## src/rtl/perf_monitor_window_ctrl.sv

```systemverilog
// Measurement-window controller for the bus performance monitor: arms the latency
// datapath for a programmed window, accumulates count/sum/min/max, drains, holds results.
module perf_monitor_window_ctrl #(
  parameter int LAT_WIDTH    = 31,
  parameter int CNT_WIDTH    = 32,
  parameter int SUM_WIDTH    = 48,
  parameter int DRAIN_CYCLES = 1024
) (
  input  logic                 clk_i,
  input  logic                 rst_ni,
  input  logic                 start_i,
  input  logic                 abort_i,
  input  logic [CNT_WIDTH-1:0] window_len_i,
  input  logic [CNT_WIDTH-1:0] max_samples_i,
  output logic                 mon_en_o,
  output logic                 mon_flush_o,
  input  logic                 mon_busy_i,
  input  logic                 sample_valid_i,
  input  logic [LAT_WIDTH-1:0] sample_data_i,
  output logic                 sample_ready_o,
  output logic                 busy_o,
  output logic                 done_o,
  output logic [CNT_WIDTH-1:0] count_o,
  output logic [SUM_WIDTH-1:0] sum_o,
  output logic [LAT_WIDTH-1:0] min_o,
  output logic [LAT_WIDTH-1:0] max_o,
  output logic [2:0]           err_o
);

  typedef enum logic [2:0] {
    S_IDLE, S_CLEAR, S_MEASURE, S_DRAIN, S_DONE
  } state_t;

  localparam logic [CNT_WIDTH-1:0] CNT_ONE    = CNT_WIDTH'(1);
  localparam logic [31:0]          DRAIN_LAST = 32'(DRAIN_CYCLES - 1);

  state_t                 state, state_nxt;
  logic [CNT_WIDTH-1:0]   win_len, max_samp, win_cnt, count;
  logic [31:0]            drain_cnt;
  logic [SUM_WIDTH-1:0]   sum;
  logic [LAT_WIDTH-1:0]   min_lat, max_lat;
  logic [2:0]             err;
  logic                   hs, accept, win_hit, limit_hit, set_abort, set_timeout;
  logic [SUM_WIDTH:0]     sum_add;

  // A sample transfers when sample_valid_i and sample_ready_o are both high at a
  // rising edge; ready is a pure state decode and never looks at valid.
  assign sample_ready_o = (state != S_CLEAR);
  assign mon_en_o       = (state == S_MEASURE);
  assign mon_flush_o    = (state == S_CLEAR);
  assign busy_o         = (state == S_CLEAR) || (state == S_MEASURE) || (state == S_DRAIN);
  assign done_o         = (state == S_DONE);
  assign count_o        = count;
  assign sum_o          = sum;
  assign min_o          = min_lat;
  assign max_o          = max_lat;
  assign err_o          = err;

  assign hs        = sample_valid_i && sample_ready_o;
  assign accept    = hs && ((state == S_MEASURE) || (state == S_DRAIN)) &&
                     ((max_samp == '0) || (count < max_samp));
  assign win_hit   = (win_len != '0) && (win_cnt == win_len - CNT_ONE);
  // The limit counts the sample being accepted this very cycle.
  assign limit_hit = (max_samp != '0) &&
                     ((count >= max_samp) || (accept && (count + CNT_ONE == max_samp)));
  assign sum_add   = {1'b0, sum} + {{(SUM_WIDTH + 1 - LAT_WIDTH){1'b0}}, sample_data_i};

  always_ff @(posedge clk_i or negedge rst_ni) begin
    if (!rst_ni) state <= S_IDLE;
    else         state <= state_nxt;
  end

  always_comb begin
    state_nxt   = state;
    set_abort   = 1'b0;
    set_timeout = 1'b0;
    case (state)
      S_IDLE, S_DONE: begin
        if (start_i && !abort_i) state_nxt = S_CLEAR;
      end
      S_CLEAR: begin
        if (abort_i) begin
          state_nxt = S_DONE;
          set_abort = 1'b1;
        end else begin
          state_nxt = S_MEASURE;
        end
      end
      S_MEASURE: begin
        if (abort_i) begin
          state_nxt = S_DONE;
          set_abort = 1'b1;
        end else if (win_hit || limit_hit) begin
          state_nxt = S_DRAIN;
        end
      end
      S_DRAIN: begin
        if (abort_i) begin
          state_nxt = S_DONE;
          set_abort = 1'b1;
        end else if (!mon_busy_i && !sample_valid_i) begin
          state_nxt = S_DONE;
        end else if (drain_cnt == DRAIN_LAST) begin
          state_nxt   = S_DONE;
          set_timeout = 1'b1;
        end
      end
      default: state_nxt = S_IDLE;
    endcase
  end

  always_ff @(posedge clk_i or negedge rst_ni) begin
    if (!rst_ni) begin
      win_len   <= '0;
      max_samp  <= '0;
      win_cnt   <= '0;
      drain_cnt <= '0;
      count     <= '0;
      sum       <= '0;
      min_lat   <= '1;
      max_lat   <= '0;
      err       <= '0;
    end else if (state == S_CLEAR) begin
      win_len   <= window_len_i;
      max_samp  <= max_samples_i;
      win_cnt   <= '0;
      drain_cnt <= '0;
      count     <= '0;
      sum       <= '0;
      min_lat   <= '1;
      max_lat   <= '0;
      err       <= {set_abort, 2'b00};
    end else begin
      if (state == S_MEASURE) win_cnt <= win_cnt + CNT_ONE;
      drain_cnt <= (state == S_DRAIN) ? drain_cnt + 32'd1 : 32'd0;
      if (accept) begin
        if (count != '1) count <= count + CNT_ONE;
        if (sum_add[SUM_WIDTH]) begin
          sum    <= '1;
          err[0] <= 1'b1;
        end else begin
          sum <= sum_add[SUM_WIDTH-1:0];
        end
        if (sample_data_i < min_lat) min_lat <= sample_data_i;
        if (sample_data_i > max_lat) max_lat <= sample_data_i;
      end
      if (set_abort)   err[2] <= 1'b1;
      if (set_timeout) err[1] <= 1'b1;
    end
  end

endmodule

```

## config.mk

```make
export PLATFORM = sky130hd
export DESIGN_NAME = perf_monitor_window_ctrl
export DESIGN_NICKNAME = d
export VERILOG_FILES = /design/src/rtl/perf_monitor_window_ctrl.sv
export SDC_FILE = /design/constraint.sdc
export NUM_CORES = 1
export LEC_CHECK = 0
export CORE_MARGIN = 2
export CORE_UTILIZATION = 37
export CTS_CLUSTER_SIZE = 40
export DETAILED_ROUTE_END_ITERATION = 8
export SYNTH_ARGS = -nofsm -noshare
export SYNTH_HDL_FRONTEND = slang
export SYNTH_SLANG_ARGS = --single-unit
```

## constraint.sdc

```tcl
create_clock -name clk_i -period 4.3 [get_ports clk_i]
set_input_delay 0.43 -clock clk_i [delete_from_list [all_inputs] [get_ports clk_i]]
set_output_delay 0.43 -clock clk_i [all_outputs]
set_load 0.1 [all_outputs]
```

==> flow_metrics.py <==
metrics = {
    "status": {
        "status": "finished, final reports clean",
    },
    "worst_setup_path": {
        "worst-path-max-fanout": 14,
        "start_kind": "register",
        "critPathKind": "reg2reg",
        "cp_data_required_time_ns": 4.72,
        "crit_arrival_ns": 4.25,
        "critPathCaptureType": "register",
    },
    "layout": {
        "antenna_cells": 0,
        "area_growth_pct": 23.48,
        "drive_gt1_share_pct": 6.131,
        "fin_area_mm2": 0.02286,
        "final-instance-count-excl-fill": 3029,
        "layout.nets": 2575,
    },
    "synth": {
        "syn_avg_cell_area_um2": 8.738,
        "ys_types": 83,
        "synth_area_mm2": 0.01852,
        "syn_nets": 2350,
        "ys_ff_latch": 276,
        "synth_async_sr_flop_share_pct": 100.0,
        "ys.flop_type": "dfrtp_1",
        "syn_inst": 2119,
        "synth-edff-count": 0,
        "ys_seq_area_share_pct": 37.51,
        "yosys_warnings": 0,
    },
    "route": {
        "wirelength_mm": 56.58,
        "drt-initial-drc-count": 1031,
        "drcViolationCount": 0,
        "wl_per_cell_um": 18.68,
        "dr.pass1.iters": 5,
        "ant_nets": 0,
        "via_per_inst": 5.479,
        "via_count": 16600,
    },
    "sta": {
        "worst_clock_skew_ns": 0.01307,
        "fin_setup_tns_ns": 0,
        "hold_viol": 0,
        "tightest_slew_ns": 1.137,
        "setup_viol": 0,
        "finalCritPeriodShare_pct": 89.06,
        "fmax_mhz": 261.1,
        "whs_ns": 0.4155,
        "fin_crit_ns": 3.830,
        "rsz0062_at_grt": "false",
        "slew_headroom_pct": 23.97,
        "slew_viol_final": 0,
    },
    "floorplan": {
        "die_y_um": 227.7,
        "coreArea_mm2": 0.04915,
        "io_pins": 251,
        "rows": 81,
        "die-area_mm2": 0.05185,
        "die_w_um": 227.7,
        "initial_core_util_pct": 37.67,
    },
    "power": {
        "max-vdd-ir-drop_uv": 603.4,
        "powerDensity_mw_per_mm2": 658.7,
        "p_leak_nw": 10.55,
    },
    "clock_tree": {
        "cts_setup_buffers": 0,
        "cts_buffer_depth": 3,
        "cts_tree": "done",
        "clkLatencyLatePin_ns": 0.55,
        "clk_pin_slew_ns": 0.06,
        "htree_levels": 2,
        "clock_sinks": 276,
        "cts_buffers": 36,
        "root_buffer": "clkbuf_16",
    },
    "global_route": {
        "grt_max_degree": 85,
        "track_usage_pct": 21.65,
        "grt_first_pass_wirelength_mm": 91.81,
        "grt_overflow": 0,
        "grt_antenna_before_repair": 0,
        "first_global_vias": 16590,
    },
    "placement": {
        "dp_cells": 2969,
        "gp_congestion": 0.8936,
        "dpl_cell_area_mm2": 0.02180,
        "post-dp-hpwl_mm": 41.75,
        "portBuffers": 250,
    },
    "worst_hold_path": {
        "min_path_type": "in2async",
    },
    "job": {
        "maxCapViolations": 0,
    },
}
[critical path: stages, from the launching register on]
cell       delay (ns)
dfrtp_1          0.56
nand4_1          0.19
nor3_2           0.85
nand3_1          0.30
xnor2_1          0.23
a2111oi_0        0.36
nand4_1          0.15
or4_1            0.51
a31oi_1          0.21
mux2_2           0.34
[report_power, final]
group / internal [W] / switching [W] / leakage (nW) / total (W)
Clock: 0.00167 / 0.00115 / 0.510 / 0.00283
Sequential: 0.00336 / 0.000828 / 3.59 / 0.00419
Combinational: 0.00247 / 0.00557 / 6.45 / 0.00804
Total: 0.00751 / 0.00755 / 10.6 / 0.0151
[worst paths after layout]
kind / startpoint / end / slack [ns] / depth (start not counted)
min in group clk_i: window_len_i[23] / win_len[23]$_DFFE_PN0P_ / 0.42 / 3
worst min-delay path: rst_ni / max_samp[4]$_DFFE_PN0P_ / 0.42 / 2
max in group asynchronous: rst_ni / win_cnt[25]$_DFFE_PN0P_ / 2.87 / 3
worst min register to register: drain_cnt[0]$_DFF_PN0_ / drain_cnt[0]$_DFF_PN0_ / 0.48 / 1
worst max register to register: count_o[5]$_DFFE_PN0P_ / state[2]$_DFFE_PN0P_ / 0.47 / 9
worst max-delay path: count_o[5]$_DFFE_PN0P_ / state[2]$_DFFE_PN0P_ / 0.47 / 9
[metal layers]
| metal | part of all wire (%) | wire (um) | up-vias | GRT usage [%] |
|---|---|---|---|---|
| li1 | - | - | 8029 | - |
| met1 | 45 | 25510 | 8058 | 29.07 |
| met2 | 46 | 26120 | 441 | 34.89 |
| met3 | 6.8 | 3827 | 69 | 5.320 |
| met4 | 2.0 | 1121 | 0 | 5.530 |
| met5 | 0 | 0 | - | 0 |
[sequential cells by signal, indices dropped and copies added (netlist names)]
| register | count |
|---|---|
| sum_o | 48 |
| count_o | 32 |
| drain_cnt | 32 |
| max_samp | 32 |
| win_cnt | 32 |
| win_len | 32 |
| max_o | 31 |
| min_o | 31 |
| err_o | 3 |
| state | 3 |
[stage by stage]
step	setup WS, ns	utilization [%]	power [W]
3_5_place_dp	0.2897	44.34	0.01227
3_3_place_gp	0.3361	44.34	0.01214
6_report	0.4704	46.51	0.01506
2_1_floorplan	0.5138	-	0.01009
4_1_cts	0.5162	46.51	0.01520
5_1_grt	0.1661	46.51	0.01601
[kinds of logic (layout without fill, tap and decap cells)]
logic type | Yosys count | after routing | synth area share, %
xor+xnor | 143 | 143 | 6.764
simple gates | 798 | 798 | 21.15
compound gates | 434 | 434 | 15.76
mux | 89 | 89 | 4.866
fa+ha+maj | 130 | 130 | 8.826
buf+inv | 249 | 495 | 5.122
flops | 276 | 276 | 37.51
[layout make-up]
type,count,area (um^2)
Tap cell,664,830.8
Clock inverter,2,35.03
Inverter,153,576.8
Sequential cell,276,6945
Multi-Input combinational cell,1594,10660
Clock buffer,57,1021
Timing Repair Buffer,283,2795
Fill cell,4701,26290
[synth_stat cells, types with 4 or more instances]
| master | instances | area [um^2] |
|---|---|---|
| nor4_1 | 31 | 193.9 |
| a211oi_1 | 8 | 60.06 |
| o211a_1 | 4 | 40.04 |
| a21o_1 | 57 | 427.9 |
| or3_1 | 21 | 131.4 |
| clkbuf_1 | 79 | 296.5 |
| dfrtp_1 | 245 | 6131 |
| nand2b_1 | 8 | 50.05 |
| nor2_1 | 153 | 574.3 |
| a311oi_1 | 4 | 35.03 |
| and2_1 | 9 | 56.30 |
| o311ai_0 | 8 | 70.07 |
| buf_1 | 8 | 30.03 |
| ha_1 | 129 | 1614 |
| nand4_1 | 49 | 306.5 |
| and3_1 | 33 | 206.5 |
| nor2b_1 | 16 | 100.1 |
| o21a_1 | 9 | 67.56 |
| xor2_1 | 69 | 604.3 |
| or4_1 | 13 | 97.59 |
| xnor2_1 | 74 | 648.1 |
| o211ai_1 | 62 | 465.5 |
| and4_1 | 13 | 113.9 |
| mux2i_1 | 81 | 810.8 |
| nand4b_1 | 5 | 43.79 |
| inv_1 | 151 | 566.8 |
| a2111oi_0 | 4 | 35.03 |
| o31ai_1 | 23 | 172.7 |
| o2111ai_1 | 6 | 52.55 |
| nand3_1 | 116 | 580.6 |
| o41ai_1 | 7 | 61.31 |
| mux2_2 | 8 | 90.09 |
| o21bai_1 | 5 | 37.54 |
| or2_2 | 8 | 50.05 |
| o21ai_0 | 93 | 465.5 |
| a21oi_1 | 82 | 410.4 |
| buf_2 | 7 | 35.03 |
| a31oi_1 | 18 | 112.6 |
| dfstp_2 | 31 | 814.5 |
| nor3_1 | 34 | 170.2 |
| nor4b_1 | 4 | 35.03 |
| nand2_1 | 267 | 1002 |
[timing repair]
| action | 4_1_cts | 5_1_grt |
|---|---|---|
| gates resized for setup | 0 | 0 |
| hold buffers | 1 | 0 |
| setup endpoints to repair | 0 | 0 |
| endpoints found under the hold margin | 64 | 0 |
[cells in the final DEF, fill, tap and decap left out, drive strengths merged, types with 50 or more instances in the layout]
master and n:
a21o 57, a21oi 82, clkbuf 57, clkdlybuf4s50 249
dfrtp 245, ha 129, inv 152, mux2i 81
nand2 267, nand3 118, nand4 50, nor2 154
o211ai 62, o21ai 94, xnor2 74, xor2 69
(Power assumes the default switching activity.)
